<file path="src/rtl/imm_ext_pkg.sv">
// Shared types for the immediate extension unit: request modes and the
// prefix-tracking state.
package imm_ext_pkg;

  typedef enum logic [1:0] {
    MODE_SEXT = 2'b00,
    MODE_ZEXT = 2'b01,
    MODE_SHL1 = 2'b10,
    MODE_PFX  = 2'b11
  } mode_e;

  typedef enum logic {
    ST_IDLE = 1'b0,
    ST_PFX  = 1'b1
  } state_e;

endpackage

</file>
<file path="src/rtl/imm_ext_fn.sv">
// Combinational extend/shift datapath: widens an OP_W-bit operand to OUT_W
// bits by sign or zero extension, optionally shifting left by one.
module imm_ext_fn
  import imm_ext_pkg::*;
#(
  parameter int OP_W  = 14,
  parameter int OUT_W = 16
) (
  input  logic [OP_W-1:0]  i_operand,
  input  logic [1:0]       i_mode,
  output logic [OUT_W-1:0] o_result
);

  logic [OUT_W-1:0] w_ext;

  // Extend to full width, then apply the optional shift (MSB falls off).
  always_comb begin
    if (i_mode == MODE_ZEXT) begin
      w_ext = OUT_W'(i_operand);
    end else begin
      w_ext = OUT_W'($signed(i_operand));
    end
    if (i_mode == MODE_SHL1) begin
      o_result = {w_ext[OUT_W-2:0], 1'b0};
    end else begin
      o_result = w_ext;
    end
  end

endmodule

</file>
<file path="src/rtl/imm_ext_unit.sv">
// Immediate extension unit with a one-deep output register and a
// ready/valid handshake on both sides.
// Optional feature macro IMM_EXT_PREFIX_EN: when defined, mode 11 loads a
// prefix that is concatenated above the next immediate; an unused prefix
// expires after PFX_TMO idle cycles with a pfx_drop pulse. When undefined,
// mode 11 behaves as sign extension and pfx_drop is tied low.
module imm_ext_unit
  import imm_ext_pkg::*;
#(
  parameter int IN_W    = 7,
  parameter int OUT_W   = 16,
  parameter int PFX_TMO = 4
) (
  input  logic             clk,
  input  logic             rst,
  input  logic             in_valid,
  input  logic [IN_W-1:0]  in_imm,
  input  logic [1:0]       in_mode,
  output logic             in_ready,
  output logic             out_valid,
  output logic [OUT_W-1:0] out_imm,
  input  logic             out_ready,
  output logic             pfx_drop
);

  localparam int OP_W = 2 * IN_W;

  generate
    if (IN_W >= OUT_W || OP_W > OUT_W || PFX_TMO < 1) begin : g_bad_param
      $error("imm_ext_unit: need 2*IN_W <= OUT_W, IN_W < OUT_W, PFX_TMO >= 1");
    end
  endgenerate

  logic             r_out_valid;
  logic [OUT_W-1:0] r_out_imm;
  logic             w_accept;
  mode_e            w_mode;
  mode_e            w_eff_mode;
  logic             w_pfx_load;
  logic             w_in_pfx;
  logic [IN_W-1:0]  w_prefix;
  logic [OP_W-1:0]  w_operand;
  logic [OUT_W-1:0] w_result;

  assign in_ready  = !r_out_valid || out_ready;
  assign w_accept  = in_valid && in_ready;
  assign w_mode    = mode_e'(in_mode);
  assign out_valid = r_out_valid;
  assign out_imm   = r_out_imm;

`ifdef IMM_EXT_PREFIX_EN
  localparam int CNT_W = $clog2(PFX_TMO + 1);

  state_e           r_state;
  logic [IN_W-1:0]  r_prefix;
  logic [CNT_W-1:0] r_cnt;
  logic             r_pfx_drop;

  assign w_eff_mode = w_mode;
  assign w_pfx_load = (w_mode == MODE_PFX);
  assign w_in_pfx   = (r_state == ST_PFX);
  assign w_prefix   = r_prefix;
  assign pfx_drop   = r_pfx_drop;

  // Prefix FSM: load on mode 11, consume on any other accepted request,
  // expire after PFX_TMO cycles in PFX without an accepted request.
  always_ff @(posedge clk or posedge rst) begin
    if (rst) begin
      r_state    <= ST_IDLE;
      r_prefix   <= '0;
      r_cnt      <= '0;
      r_pfx_drop <= 1'b0;
    end else begin
      r_pfx_drop <= 1'b0;
      if (w_accept && w_pfx_load) begin
        r_prefix <= in_imm;
        r_state  <= ST_PFX;
        r_cnt    <= '0;
      end else if (w_accept) begin
        r_state <= ST_IDLE;
        r_cnt   <= '0;
      end else if (r_state == ST_PFX) begin
        if (r_cnt == CNT_W'(PFX_TMO - 1)) begin
          r_state    <= ST_IDLE;
          r_cnt      <= '0;
          r_pfx_drop <= 1'b1;
        end else begin
          r_cnt <= r_cnt + CNT_W'(1);
        end
      end
    end
  end
`else
  assign w_eff_mode = (w_mode == MODE_PFX) ? MODE_SEXT : w_mode;
  assign w_pfx_load = 1'b0;
  assign w_in_pfx   = 1'b0;
  assign w_prefix   = '0;
  assign pfx_drop   = 1'b0;
`endif

  // Operand: prefix concatenation when one is held, otherwise the raw
  // immediate pre-extended so the datapath sees a uniform width.
  always_comb begin
    if (w_in_pfx) begin
      w_operand = {w_prefix, in_imm};
    end else if (w_eff_mode == MODE_ZEXT) begin
      w_operand = OP_W'(in_imm);
    end else begin
      w_operand = OP_W'($signed(in_imm));
    end
  end

  imm_ext_fn #(
    .OP_W  (OP_W),
    .OUT_W (OUT_W)
  ) u_fn (
    .i_operand (w_operand),
    .i_mode    (w_eff_mode),
    .o_result  (w_result)
  );

  // Output register: load on accepted non-prefix request, drain on out_ready.
  always_ff @(posedge clk or posedge rst) begin
    if (rst) begin
      r_out_valid <= 1'b0;
      r_out_imm   <= '0;
    end else if (w_accept && !w_pfx_load) begin
      r_out_valid <= 1'b1;
      r_out_imm   <= w_result;
    end else if (out_ready) begin
      r_out_valid <= 1'b0;
    end
  end

endmodule
</file>
<file path="config.mk">
export PLATFORM = sky130hd
export DESIGN_NAME = imm_ext_unit
export DESIGN_NICKNAME = d
export VERILOG_FILES = /design/src/rtl/imm_ext_pkg.sv /design/src/rtl/imm_ext_fn.sv /design/src/rtl/imm_ext_unit.sv
export SDC_FILE = /design/constraint.sdc
export NUM_CORES = 1
export LEC_CHECK = 0
export CORE_AREA = 2 2 53 55
export CTS_CLUSTER_DIAMETER = 40
export DETAILED_ROUTE_END_ITERATION = 8
export DIE_AREA = 0 0 55 57
export PLACE_DENSITY = 0.68
export SYNTH_ARGS = -nofsm -noshare
export SYNTH_HDL_FRONTEND = slang
export SYNTH_HIERARCHICAL = 1
export SYNTH_SLANG_ARGS = --single-unit
</file>
<file path="constraint.sdc">
create_clock -name clk -period 2.8 [get_ports clk]
set_input_delay 0.42 -clock clk [delete_from_list [all_inputs] [get_ports clk]]
set_output_delay 0.42 -clock clk [all_outputs]
set_load 0.1 [all_outputs]
</file>
==> results.yml <==
timing:
  fin_crit_ns: 1.82
  skew_ns: 0.00569
  rsz0062_at_grt: "no"
  setup_viol: 0
  final_hold_viol_count: 0
  slew_headroom: 0.508
  worstMarginPinSlew_ns: 0.736
  final.setup.tns_ns: 0
  min_period_over_period: 0.651
  fmax_mhz: 549
  maxSlewViolCount: 0
synth:
  yosysWarnings: 6
  ys_ff_latch: 17
  yosysUniqueCellTypes: 13
  yosys.area.top_type: "dfrtp_1"
  synth_top_cell_area_share: 0.442
  ys_top_cells_by_area: "dfrtp_1 44%, mux2_4 30%, mux2_2 12%"
  synth_cells: 63
  synth.avg_cell_area_sq_um: 15.3
  yosysSeqAreaShare: 0.442
  synth_area_sq_um: 963
  syn_nets: 76
finish:
  final_common_cell: "buf_4"
  finalNetCount: 109
  multi_input_area_sq_um: 480
  diodes: 0
  final_cell_mix: "20 x buf_4, 19 x mux2_4, 17 x dfrtp_1, 12 x clkdlybuf4s50_1, 10 x mux2_2"
  finalInstanceArea_sq_um: 1250
  drive_gt1_frac: 0.568
  area_growth_pct: 29.6
  seqCellArea_sq_um: 425
  final_util: 0.478
  num-fill-cells: 265
setup_path:
  crit_arrival_ns: 2.00
  r2r_cells: 3
  path_buf_inv: 2
  crit_chain: "clkdlybuf4s50_1 > nor2b_1 > nor2b_1 > buf_4 > mux2_4 > mux2_4"
  crit_cells: 6
  cp-start-kind: "input pin"
  crit_family: "buffers and inverters"
  required_ns: 2.98
  r2r-start: "out_valid"
  cp-startpoint: "in_mode[1]"
  endpoint_kind: "register"
  slowest_delay_ns: 0.47
  path_class: "input pin to register"
  cpMaxStageDelayCell: "clkdlybuf4s50_1"
  cp_max_fo: 8
clocking:
  numCtsBuffers: 3
  clockBufferDepth: 2
  clock_latency_ns: 0.29
  clkTransAtPathRegs_ns: 0.10
  hold_buffers: 0
  root_buffer: "clkbuf_4"
  cts_tree: "built"
  ctsResizeCount: 0
  htree_levels: 1
  post_cts_buffers: 0
  cts.sinks: 17
pwr:
  power_frac_comb: 0.539
  power.share.clock: 0.137
  intPower_mw: 0.484
  power_mw: 0.961
  pwr-share-seq: 0.323
  power_density_nw_per_um2: 770
  vdd_drop_max_v: 0.000491
  leakage_nw: 0.609
  switchingPower_mw: 0.478
  switching_share: 0.497
drt:
  first_iter_violations: 1
  vias_per_cell: 4.49
  route.vias.total: 566
  drt_wl_total_microns: 1620
  antenna_left: 0
  first_pass_iters: 2
  drc: 0
  wl_per_cell_microns: 12.8
flow_run:
  maxCapViolCount: 0
die:
  die-area_sq_um: 3140
  io_pins: 32
  rows: 19
  start_util: 0.368
  coreArea_sq_um: 2620
  die_w_microns: 55
  fp.dieH_microns: 57
worst_hold_path:
  min_path_type: "input pin to asynchronous set/reset pin"
placement:
  dp_hpwl_microns: 1200
  dpl_cell_area_sq_um: 1220
  gp_congestion: 0.727
  numPortBuffers: 30
global_routing:
  groute.usage.overall: 0.116
  grt_pass1_wl_microns: 2570
  globalRouteOverflowTotal: 0
  grt_max_degree: 18
  grt_pass1_vias: 573
  antenna_found_initial: 0
outcome:
  outcome: "complete, no violations"
final cells by class:
class | instances | share of cell area
multi-input cells | 40 | 0.385
flip-flops and latches | 17 | 0.341
inverters | 2 | 0.00601
well taps | 31 | 0.0311
clock buffers | 4 | 0.0210
repair buffers | 32 | 0.216
layer usage:
| metal | GRT usage | part of all wire | vias to the layer above |
|---|---|---|---|
| li1 | - | - | 276 |
| met1 | 0.140 | 0.43 | 267 |
| met2 | 0.185 | 0.48 | 21 |
| met3 | 0.0340 | 0.067 | 2 |
| met4 | 0.0523 | 0.015 | 0 |
| met5 | 0 | 0 | - |
state kept, by name (all words and copies together) (netlist names):
register   count
out_imm       16
out_valid      1
per-stage QoR:
step | setup WS [ns] | std cells | hold slack, ns
floorplan | 0.680 | 63 | 0.346
global placement | 0.686 | 122 | 0.495
detailed placement | 0.663 | 122 | 0.501
CTS | 0.987 | 126 | 0.523
global route | 0.836 | 126 | 0.548
finish | 0.978 | 126 | 0.513
path summary, 6_finish.rpt:
check,end,slack [ns]
max reg2reg,out_imm[8],1.60
min reg2reg,out_imm[9],0.52
max,out_imm[3],0.98
min,out_imm[4],0.51
max in group asynchronous,out_imm[11],1.86
min in group clk,out_imm[9],0.52
cells by family after synthesis:
kind of cell,Yosys count,share of synthesized area
DFF,17,0.442
muxes,29,0.413
buffers and inverters,6,0.0597
other,1,0.00389
AOI/OAI and AO/OA,2,0.0156
and+or+nand+nor,8,0.0662
Yosys cell counts, drive strengths merged:
library cell	n
conb	1
or2b	1
buf	4
mux2	29
dfrtp	17
nand2	1
nand2b	1
a21boi	2
inv	2
nor2b	5
power by group through the flow:
stage	combinational [mW]	clock, mW	sequential [mW]
floorplan	0.123	0	0.612
global placement	0.518	0	0.314
detailed placement	0.521	0	0.316
CTS	0.521	0.140	0.312
global route	0.535	0.149	0.316
finish	0.518	0.132	0.311
Power figures use the tool's default switching activity.
